==> src/rtl/proc_pkg.sv <==
// Shared constants and fetch FSM encoding for the instruction fetch unit.
package proc_pkg;

  localparam int ADDR_W  = 8;
  localparam int INSTR_W = 16;
  localparam int DEPTH   = 4;

  localparam logic [ADDR_W-1:0] RESET_PC = 8'h00;

  typedef enum logic [1:0] {
    IDLE  = 2'd0,
    FETCH = 2'd1,
    FULL  = 2'd2
  } fetch_state_e;

endpackage

==> src/rtl/fetch_fifo.sv <==
// Prefetch buffer: circular buffer with read/write pointers and an occupancy
// count. Besides the current count it exposes the post-update count and the
// post-update head entry so the owner can register its output stage from
// the head without an extra cycle of latency.
module fetch_fifo #(
  parameter int DEPTH = 4,
  parameter int WIDTH = 24,
  localparam int PTR_W = $clog2(DEPTH),
  localparam int CNT_W = PTR_W + 1
) (
  input  logic             clk,
  input  logic             reset,
  input  logic             flush,
  input  logic             push,
  input  logic [WIDTH-1:0] push_data,
  input  logic             pop,
  output logic [CNT_W-1:0] count,
  output logic [CNT_W-1:0] count_next,
  output logic             head_next_valid,
  output logic [WIDTH-1:0] head_next_data
);

  logic [WIDTH-1:0] mem [DEPTH];

  logic [PTR_W-1:0] wr_ptr_q, wr_ptr_d;
  logic [PTR_W-1:0] rd_ptr_q, rd_ptr_d;
  logic [CNT_W-1:0] count_q, count_d;

  // Pointer/count update and look-ahead of the head entry after this cycle.
  always_comb begin
    wr_ptr_d        = wr_ptr_q;
    rd_ptr_d        = rd_ptr_q;
    count_d         = count_q;
    head_next_valid = 1'b0;
    head_next_data  = mem[rd_ptr_q];
    if (flush) begin
      wr_ptr_d = '0;
      rd_ptr_d = '0;
      count_d  = '0;
    end else begin
      if (push) wr_ptr_d = wr_ptr_q + PTR_W'(1);
      if (pop)  rd_ptr_d = rd_ptr_q + PTR_W'(1);
      count_d         = count_q + CNT_W'(push) - CNT_W'(pop);
      head_next_valid = (count_d != '0);
      // When the buffer drains to empty this cycle, the pushed word becomes
      // the head; it is not yet visible in mem.
      if (push && (count_q == CNT_W'(pop))) begin
        head_next_data = push_data;
      end else begin
        head_next_data = mem[rd_ptr_d];
      end
    end
  end

  // Pointer and count registers.
  always_ff @(posedge clk) begin
    if (!reset) begin
      wr_ptr_q <= '0;
      rd_ptr_q <= '0;
      count_q  <= '0;
    end else begin
      wr_ptr_q <= wr_ptr_d;
      rd_ptr_q <= rd_ptr_d;
      count_q  <= count_d;
    end
  end

  // Storage write; contents need no reset because count gates validity.
  always_ff @(posedge clk) begin
    if (push && !flush) begin
      mem[wr_ptr_q] <= push_data;
    end
  end

  assign count      = count_q;
  assign count_next = count_d;

endmodule

==> src/rtl/instr_fetch_unit.sv <==
// Fetch stage: owns the PC, issues reads to a synchronous ROM, tags each
// read with an epoch so redirects can kill stale responses, and presents
// buffered {pc, instr} words to decode through a registered output stage.
module instr_fetch_unit #(
  parameter int ADDR_W = proc_pkg::ADDR_W,
  parameter int INSTR_W = proc_pkg::INSTR_W,
  parameter int DEPTH = proc_pkg::DEPTH,
  parameter logic [ADDR_W-1:0] RESET_PC = proc_pkg::RESET_PC
) (
  input  logic               clk,
  input  logic               reset,
  input  logic               enable,
  input  logic               redirect,
  input  logic [ADDR_W-1:0]  redirect_pc,
  output logic               rom_req,
  output logic [ADDR_W-1:0]  rom_addr,
  input  logic [INSTR_W-1:0] rom_data,
  output logic               out_valid,
  input  logic               out_ready,
  output logic [INSTR_W-1:0] out_instr,
  output logic [ADDR_W-1:0]  out_pc
);

  import proc_pkg::*;

  localparam int CNT_W   = $clog2(DEPTH) + 1;
  localparam int OCC_W   = CNT_W + 1;
  localparam int ENTRY_W = ADDR_W + INSTR_W;
  localparam logic [OCC_W-1:0] DEPTH_OCC = OCC_W'(DEPTH);

  fetch_state_e state_q, state_d;

  logic [ADDR_W-1:0]  fetch_pc_q, fetch_pc_d;
  logic               epoch_q, epoch_d;
  logic               inflight_q, inflight_d;
  logic [ADDR_W-1:0]  tag_pc_q, tag_pc_d;
  logic               tag_epoch_q, tag_epoch_d;
  logic               out_valid_q, out_valid_d;
  logic [INSTR_W-1:0] out_instr_q, out_instr_d;
  logic [ADDR_W-1:0]  out_pc_q, out_pc_d;

  logic               issue;
  logic               push;
  logic               pop;
  logic [CNT_W-1:0]   count;
  logic [CNT_W-1:0]   count_next;
  logic [OCC_W-1:0]   occ;
  logic [OCC_W-1:0]   occ_next;
  logic               head_next_valid;
  logic [ENTRY_W-1:0] head_next_data;
  logic [ENTRY_W-1:0] push_data;

  fetch_fifo #(
    .DEPTH (DEPTH),
    .WIDTH (ENTRY_W)
  ) u_fifo (
    .clk             (clk),
    .reset           (reset),
    .flush           (redirect),
    .push            (push),
    .push_data       (push_data),
    .pop             (pop),
    .count           (count),
    .count_next      (count_next),
    .head_next_valid (head_next_valid),
    .head_next_data  (head_next_data)
  );

  // Issue, response acceptance, pop, PC/epoch and in-flight tag updates.
  // Occupancy includes the outstanding read so a response always has a slot.
  always_comb begin
    occ         = OCC_W'(count) + OCC_W'(inflight_q);
    issue       = (state_q == FETCH) && enable && !redirect && (occ < DEPTH_OCC);
    // A response landing in the redirect cycle belongs to the old stream.
    push        = inflight_q && (tag_epoch_q == epoch_q) && !redirect;
    pop         = out_valid_q && out_ready && !redirect;
    push_data   = {tag_pc_q, rom_data};
    occ_next    = OCC_W'(count_next) + OCC_W'(issue);

    fetch_pc_d  = fetch_pc_q;
    epoch_d     = epoch_q;
    inflight_d  = issue;
    tag_pc_d    = tag_pc_q;
    tag_epoch_d = tag_epoch_q;
    if (redirect) begin
      fetch_pc_d = redirect_pc;
      epoch_d    = ~epoch_q;
    end else if (issue) begin
      fetch_pc_d = fetch_pc_q + ADDR_W'(1);
    end
    if (issue) begin
      tag_pc_d    = fetch_pc_q;
      tag_epoch_d = epoch_q;
    end
  end

  // Fetch FSM next state: enable gates everything, FULL tracks reservation.
  always_comb begin
    state_d = state_q;
    if (!enable) begin
      state_d = IDLE;
    end else begin
      case (state_q)
        IDLE:    state_d = FETCH;
        FETCH:   if (occ_next == DEPTH_OCC) state_d = FULL;
        FULL:    if (occ_next < DEPTH_OCC) state_d = FETCH;
        default: state_d = IDLE;
      endcase
    end
  end

  // Output stage follows the buffer head; holds its last word when empty.
  always_comb begin
    out_valid_d = head_next_valid;
    out_instr_d = out_instr_q;
    out_pc_d    = out_pc_q;
    if (head_next_valid) begin
      out_pc_d    = head_next_data[ENTRY_W-1:INSTR_W];
      out_instr_d = head_next_data[INSTR_W-1:0];
    end
  end

  // State registers.
  always_ff @(posedge clk) begin
    if (!reset) begin
      state_q     <= IDLE;
      fetch_pc_q  <= RESET_PC;
      epoch_q     <= 1'b0;
      inflight_q  <= 1'b0;
      tag_pc_q    <= '0;
      tag_epoch_q <= 1'b0;
      out_valid_q <= 1'b0;
      out_instr_q <= '0;
      out_pc_q    <= '0;
    end else begin
      state_q     <= state_d;
      fetch_pc_q  <= fetch_pc_d;
      epoch_q     <= epoch_d;
      inflight_q  <= inflight_d;
      tag_pc_q    <= tag_pc_d;
      tag_epoch_q <= tag_epoch_d;
      out_valid_q <= out_valid_d;
      out_instr_q <= out_instr_d;
      out_pc_q    <= out_pc_d;
    end
  end

  assign rom_req   = issue;
  assign rom_addr  = fetch_pc_q;
  assign out_valid = out_valid_q;
  assign out_instr = out_instr_q;
  assign out_pc    = out_pc_q;

endmodule
==> config.mk <==
export PLATFORM = sky130hd
export DESIGN_NAME = instr_fetch_unit
export DESIGN_NICKNAME = d
export VERILOG_FILES = /design/src/rtl/proc_pkg.sv /design/src/rtl/fetch_fifo.sv /design/src/rtl/instr_fetch_unit.sv
export SDC_FILE = /design/constraint.sdc
export NUM_CORES = 1
export LEC_CHECK = 0
export CELL_PAD_IN_SITES_DETAIL_PLACEMENT = 0
export CELL_PAD_IN_SITES_GLOBAL_PLACEMENT = 2
export CORE_MARGIN = 2
export CORE_UTILIZATION = 35
export CTS_CLUSTER_SIZE = 12
export DETAILED_ROUTE_END_ITERATION = 10
export GPL_TIMING_DRIVEN = 0
export PLACE_DENSITY = 0.8
export SETUP_SLACK_MARGIN = 0.02
export SKIP_CTS_REPAIR_TIMING = 1
export SYNTH_ARGS = -nofsm -noshare
export SYNTH_HDL_FRONTEND = slang
export SYNTH_SLANG_ARGS = --single-unit
==> constraint.sdc <==
create_clock -name clk -period 3.3 [get_ports clk]
set_clock_uncertainty 0.2 [all_clocks]
set_input_delay 0.33 -clock clk [delete_from_list [all_inputs] [get_ports clk]]
set_output_delay 0.33 -clock clk [all_outputs]
set_load 0.005 [all_outputs]
==> results of run 1 <==
## tightest hold or removal path, cell delays in order
cell	delay, ns
buf_2	0.18
xnor2_1	0.16
nor2_1	0.04
## per-layer routing
layer / wire length, µm / up-vias / global-route usage, %
li1: - / 2490 / -
met1: 8560 / 2700 / 25.7
met2: 10000 / 227 / 34.1
met3: 1250 / 25 / 4.30
met4: 252 / 0 / 5.93
met5: 0 / - / 0
## final cells by class
type	count	area (µm²)	area share, %
Sequential cell	149	3950	45.8
Inverter	14	52.6	0.610
Timing Repair Buffer	72	728	8.45
Tap cell	265	332	3.85
Buffer	46	255	2.96
Clock buffer	20	437	5.07
Clock inverter	12	113	1.31
Multi-Input combinational cell	402	2750	32.0
## kinds of logic after synthesis
| logic type | Yosys count | share of synthesized area [%] |
|---|---|---|
| simple gates | 198 | 14.4 |
| flops | 149 | 57.4 |
| compound gates | 146 | 12.3 |
| buf+inv | 60 | 3.84 |
| mux | 34 | 8.25 |
| xor+xnor | 13 | 1.66 |
| fa+ha+maj | 11 | 2.11 |
## cells in the mapped netlist (2+ instances only)
cell      instances
buf_4             2
a211oi_1          5
mux4_2           18
buf_1             2
nor3b_1           2
nand3_1           7
buf_2            19
nand4_1          19
edfxtp_1         96
o22ai_1           2
clkbuf_1         22
o21ai_0          38
nand2_1          50
mux2i_1          15
xor2_1            2
nor4_1            3
and2_1            4
nor2_1           27
inv_1            14
o32ai_1           4
a21oi_1          66
nand2b_1          4
dfxtp_1          53
a31oi_1           3
o21bai_1          3
nor3_1           69
or3_1             2
o211ai_1         20
ha_1             10
xnor2_1          11
and3_1            4
nor2b_1           2
## stage by stage
| stage | setup slack (ns) | hold WS, ns |
|---|---|---|
| after global placement | -0.953 | 0.299 |
| after detailed placement | -0.968 | 0.312 |
| final | 0.115 | 0.132 |
| after global routing | 0.0237 | 0.187 |
| after floorplan | 0.0338 | 0.229 |
| after CTS | -0.539 | 0.105 |
## power by group
part / switching, µW / internal, µW / leakage (µW) / total [µW]
Sequential: 24.9 / 2000 / 0.00124 / 2020
Clock: 727 / 1100 / 0.000271 / 1820
Combinational: 81.1 / 91.6 / 0.00145 / 173
Total: 833 / 3190 / 0.00296 / 4020
## how the worst max path moves through the flow
stage / startpoint / endpoint / slack (ns) / cells after the start
after detailed placement: out_ready / out_pc[6]$_SDFFE_PN0P_ / -0.97 / 15
after CTS: out_ready / out_pc[6]$_SDFFE_PN0P_ / -0.54 / 15
after global routing: out_valid$_SDFF_PN0_ / out_pc[0]$_SDFFE_PN0P_ / 0.02 / 14
after floorplan: redirect / out_pc[6]$_SDFFE_PN0P_ / 0.03 / 15
final: u_fifo.count[1]$_SDFF_PN0_ / rom_req / 0.11 / 7
after global placement: out_ready / out_instr[15]$_SDFFE_PN0P_ / -0.95 / 15
## sequential cells by signal, indices dropped and copies added, names as in the netlist, 2 cells and up
register / cells
u_fifo.mem: 96
out_instr: 16
out_pc: 8
rom_addr: 8
tag_pc_q: 8
u_fifo.count: 3
state_q: 2
u_fifo.rd_ptr_q: 2
u_fifo.wr_ptr_q: 2
==> results.txt, run 1 <==
----------------------------------------------------
[Synthesis]
  Area of the mapped netlist ... 6870 µm²
  Netlist cell types ... 45
  Number of enable-type register cells in the synthesized netlist ... 96
  Number of nets in the synthesized netlist ... 651
  Cell taking the most area after synthesis ... edfxtp_1
  Flip-flop and latch count after synthesis ... 149
  Sequential area share after synthesis ... 57.4%
  Syn Area/Cell ... 11.2 µm²
  Number of warning messages in the yosys log ... 0
  Syn Inst Count ... 611
  Top FF cell, synth ... edfxtp_1
  Async set or reset register ratio after synthesis ... 0%
  Area share of the leading cell type in the synthesized netlist ... 42.0%
  Cell types occupying the most area after synthesis ... edfxtp_1 42%, dfxtp_1 15%, mux4_2 5.9%

[Timing]
  Final Max Tran Viols ... 0
  Final worst path period need ... 3.19 ns
  Final setup viols ... 0
  Max-slew headroom ... 46.9%
  Final critical-path share of the clock period ... 96.5%
  Slew at the pin closest to its max-slew limit ... 0.796 ns
  Number of failing hold endpoints at the final stage ... 0
  Unrepaired setup endpoints after global routing ... false
  Max Freq ... 314 MHz
  Sum Neg Setup Slack ... 0 ns

[Placement]
  IO buf count ... 61
  Global placement routability congestion ... 0.805
  Post-Place Cells ... 938
  Detailed Place HPWL ... 13000 µm
  Placed standard-cell area ... 7860 µm²

[Power]
  Total power ... 4020 µW
  Leakage dissipation ... 0.00296 µW
  IR drop worst, VDD ... 0.000360 V
  PwrDens ... 467 nW/µm²

[Clocking]
  Worst-skew pair later-pin latency ... 0.43 ns
  Clock tree from TritonCTS ... yes
  Clock buffers created by TritonCTS ... 17
  Deepest clock path buffer count ... 2
  CTS H-tree depth ... 4
  Post-CTS clock slew at the launch and capture registers of the worst setup and hold paths ... 0.06 ns
  Clock root cell ... clkbuf_16
  Clock Sink Count ... 149

[Layout]
  Post-route cell area ... 8620 µm²
  Net total in the final layout ... 742
  Inserted Diodes ... 0
  Most common cell after layout, fill and taps aside ... edfxtp_1
  Synth-to-Final Area Change ... 25.4%
  Final Util ... 44.6%
  Filler cells ... 1807
  Commonest non-fill, non-tap cells in the layout ... 96 x edfxtp_1, 69 x nor3_1, 66 x a21oi_1, 60 x clkdlybuf4s50_1, 51 x dfxtp_1
  Non-filler cells in the finished layout ... 980
  Fraction of layout instances using a drive strength above 1 ... 14.4%

[Hold path]
  Worst min-delay path startpoint ... redirect
  Kind of path behind the tightest hold check ... in -> reg
  Hold path endpoint ... epoch_q$_SDFFE_PN0P_
  Hold-critical path depth ... 3

[Setup path]
  Critical path buffers and inverters ... 3
  Required time at the endpoint of the critical path ... 2.77 ns
  Top fanout value on the critical path ... 10
  Endpoint of the lowest-slack register-to-register path ... out_instr[3]$_SDFFE_PN0P_
  Crit-path slowest cell ... clkdlybuf4s50_1
  Number of cells on the worst reg-to-reg path ... 14
  Source of the worst register-to-register timing path ... out_valid$_SDFF_PN0_
  Largest incremental delay on the critical path ... 0.51 ns
  Capturing element type of the critical path ... output pin
  Reg-to-reg setup timing slack ... 0.14 ns
  Path type of the worst setup path ... reg -> out
  CP cell instances ... ha_1 -> o211a_1 -> o32a_4 -> or3_4 -> buf_6 -> inv_1 -> clkdlybuf4s50_1
  Arrival @ worst endpoint ... 2.66 ns
  Crit path max-delay family ... buffers and inverters
  Worst setup SP type ... flip-flop

[Floorplan]
  Height of the chip ... 144 µm
  Number of primary I/O pins ... 63
  Die Area ... 20800 µm²
  Initial Util ... 35.5%
  Total number of placement rows ... 51
  Core Footprint ... 19300 µm²
  Width of the die ... 144 µm

[Drt]
  Per-cell via count in the routed design ... 5.55
  Final wirelength ... 20100 µm
  Pre-Repair DR Iteration Count ... 5
  Initial detailed-routing violation count ... 509
  Number of nets with antenna violations after detailed routing ... 0
  DR DRC count ... 0
  Routed len/inst ... 20.5 µm
  Vias ... 5442

[Outcome]
  Outcome ... finished, final reports clean

[Global route]
  First-pass GRT wire length ... 30700 µm
  Number of antenna violations at the first check in global routing ... 0
  Maximum number of pins on one net before global-route repair ... 25
  All-Layer GR Usage ... 20.0%
  Remaining global-route overflow ... 0
  Via count of the first global-routing pass ... 5522

[Job]
  # Max-Cap Violations ... 0

----------------------------------------------------
No activity file was read; power rests on OpenSTA's default activity.
==> run 2, diff against run 1 <==
- MAX_ROUTING_LAYER: not set -> met4
==> run 2 against run 1 <==
- register-to-register slack about the same
- critical path depth did not move
- combinational power is essentially flat
- utilization did not move
- non-clock buffer count did not move
- highest routed layer unchanged
- largest cell class unchanged
==> results.txt, run 2 (synthesized netlist as in run 1, its figures left out) <==
----------------------------------------------------
[Global route]
  Remaining global-route overflow ... 0 (unchanged)
  Grt met1 use ... 25.6% (-0.085 points)
  All-Layer GR Usage ... 20.6% (+0.56 points)
  Global-route track usage on met3 ... 4.30% (unchanged)
  Via count of the first global-routing pass ... 5530 (+0.14%)
  Maximum number of pins on one net before global-route repair ... 25 (unchanged)
  Number of antenna violations at the first check in global routing ... 0 (unchanged)
  Routing layer with the top usage in global route ... met2
  First-pass GRT wire length ... 30700 µm (-0.13%)
  Met2 demand-to-capacity share in global routing ... 34.1% (about the same)

[Timing]
  Final critical-path share of the clock period ... 96.5% (about the same)
  Slew at the pin closest to its max-slew limit ... 0.780 ns (-0.0159 ns)
  Final worst path period need ... 3.18 ns (-0.000684 ns)
  Max Freq ... 314 MHz (about the same)
  Max-slew headroom ... 48.0% (+1.1 points)
  Final Max Tran Viols ... 0 (unchanged)
  Unrepaired setup endpoints after global routing ... false
  Sum Neg Setup Slack ... 0 ns (unchanged)
  Number of failing hold endpoints at the final stage ... 0 (unchanged)
  Final setup viols ... 0 (unchanged)

[Hold path]
  Worst min-delay path startpoint ... redirect
  Kind of path behind the tightest hold check ... in -> reg
  Hold path endpoint ... epoch_q$_SDFFE_PN0P_
  Hold-critical path depth ... 3 (unchanged)

[Layout]
  Max FFs per register ... 96 (unchanged)
  Most common cell after layout, fill and taps aside ... edfxtp_1
  Net total in the final layout ... 742 (unchanged)
  Register area ... 3950 µm² (unchanged)
  Biggest register ... u_fifo.mem
  Synth-to-Final Area Change ... 25.4% (unchanged)
  Inserted Diodes ... 0 (unchanged)
  Fraction of layout instances using a drive strength above 1 ... 14.4% (unchanged)
  Combined area of the multi-input logic cells ... 2750 µm² (unchanged)
  Commonest non-fill, non-tap cells in the layout ... 96 x edfxtp_1, 69 x nor3_1, 66 x a21oi_1, 60 x clkdlybuf4s50_1, 51 x dfxtp_1
  Final Util ... 44.6% (unchanged)
  Filler cells ... 1807 (unchanged)

[Outcome]
  Outcome ... finished, final reports clean

[Clocking]
  CTS H-tree depth ... 4 (unchanged)
  Clock tree from TritonCTS ... yes
  Clock buffers created by TritonCTS ... 17 (unchanged)
  Clock Sink Count ... 149 (unchanged)
  Deepest clock path buffer count ... 2 (unchanged)
  Post-CTS clock slew at the launch and capture registers of the worst setup and hold paths ... 0.06 ns (about the same)
  Worst-skew pair later-pin latency ... 0.43 ns (about the same)
  Clock root cell ... clkbuf_16

[Floorplan]
  Height of the chip ... 144 µm (unchanged)
  Width of the die ... 144 µm (unchanged)
  Total number of placement rows ... 51 (unchanged)
  Die Area ... 20800 µm² (unchanged)
  Core Footprint ... 19300 µm² (unchanged)
  Initial Util ... 35.5% (unchanged)
  Number of primary I/O pins ... 63 (unchanged)

[Drt]
  Per-cell via count in the routed design ... 5.56 (+0.18%)
  DR DRC count ... 0 (unchanged)
  Number of nets with antenna violations after detailed routing ... 0 (unchanged)
  Vias ... 5452 (+0.18%)
  Pre-Repair DR Iteration Count ... 5 (unchanged)
  Initial detailed-routing violation count ... 468 (-8.1%)
  Final wirelength ... 20100 µm (-0.14%)
  Routed len/inst ... 20.5 µm (-0.14%)

[Power]
  Total power ... 4020 µW (about the same)
  PwrDens ... 467 nW/µm² (about the same)
  IR drop worst, VDD ... 0.000360 V (about the same)
  Leakage dissipation ... 0.00296 µW (unchanged)

[Setup path]
  Critical path buffers and inverters ... 3 (unchanged)
  Top fanout value on the critical path ... 10 (unchanged)
  Endpoint of the lowest-slack register-to-register path ... out_instr[3]$_SDFFE_PN0P_
  Required time at the endpoint of the critical path ... 2.77 ns (about the same)
  Capturing element type of the critical path ... output pin
  Worst setup SP type ... flip-flop
  Crit path max-delay family ... buffers and inverters
  CP cell instances ... ha_1 -> o211a_1 -> o32a_4 -> or3_4 -> buf_6 -> inv_1 -> clkdlybuf4s50_1
  Largest incremental delay on the critical path ... 0.51 ns (about the same)
  Crit-path slowest cell ... clkdlybuf4s50_1
  Number of cells on the worst reg-to-reg path ... 14 (unchanged)
  Path type of the worst setup path ... reg -> out
  Source of the worst register-to-register timing path ... out_valid$_SDFF_PN0_
  Reg-to-reg setup timing slack ... 0.15 ns (about the same)
  Arrival @ worst endpoint ... 2.65 ns (about the same)

[Placement]
  Detailed Place HPWL ... 13000 µm (unchanged)
  Global placement routability congestion ... 0.817 (+1.5%)
  IO buf count ... 61 (unchanged)

[Job]
  # Max-Cap Violations ... 0 (unchanged)

----------------------------------------------------
-- run 2: cell counts in the layout (fill, tap and decap cells not counted) --
No cell type changed its count.
-- run 2: worst min-delay path, delay by kind of cell --
kind	cells	cell delay (ns)
buffers and inverters	1	0.18
and+or+nand+nor	1	0.04
xor gates and xnor gates	1	0.17
-- run 2: worst max path at each step --
stage / start / end / slack [ns] / depth (start not counted)
floorplan: redirect / out_pc[6]$_SDFFE_PN0P_ / 0.03 / 15
global placement: out_ready / out_instr[15]$_SDFFE_PN0P_ / -0.95 / 15
detailed placement: out_ready / out_pc[6]$_SDFFE_PN0P_ / -0.97 / 15
CTS: out_ready / out_pc[6]$_SDFFE_PN0P_ / -0.54 / 15
global route: out_valid$_SDFF_PN0_ / out_pc[0]$_SDFFE_PN0P_ / 0.02 / 14
finish: u_fifo.count[1]$_SDFF_PN0_ / rom_req / 0.12 / 7
-- run 2: layout make-up --
| type | count | share of cell area (%) |
|---|---|---|
| buffer | 46 | 2.96 |
| clock buffer | 20 | 5.07 |
| clock inverter | 12 | 1.31 |
| inverter | 14 | 0.610 |
| multi-input combinational | 402 | 32.0 |
| sequential | 149 | 45.8 |
| tap | 265 | 3.85 |
| timing repair buffer | 72 | 8.45 |
-- run 2: per-layer routing --
| metal | wire [µm] | up-vias |
|---|---|---|
| met5 | 0 | - |
| met4 | 246 | 0 |
| met3 | 1270 | 27 |
| met2 | 10000 | 239 |
| met1 | 8560 | 2691 |
| li1 | - | 2495 |
-- run 2: metrics by stage --
stage	hold WS [ns]	area, µm²	setup WS, ns	std cells
after floorplan	0.229	6890	0.0338	611
after global placement	0.299	7830	-0.953	937
after detailed placement	0.312	7860	-0.968	938
after CTS	0.105	8410	-0.539	970
after global routing	0.188	8620	0.0238	980
final	0.140	8620	0.116	980
-- run 2: power by group --
group          switching (µW)  total (µW)  internal (µW)
Combinational            81.4         173           91.6
Clock                     730        1830           1100
Sequential               24.9        2020           2000
Total                     836        4020           3190
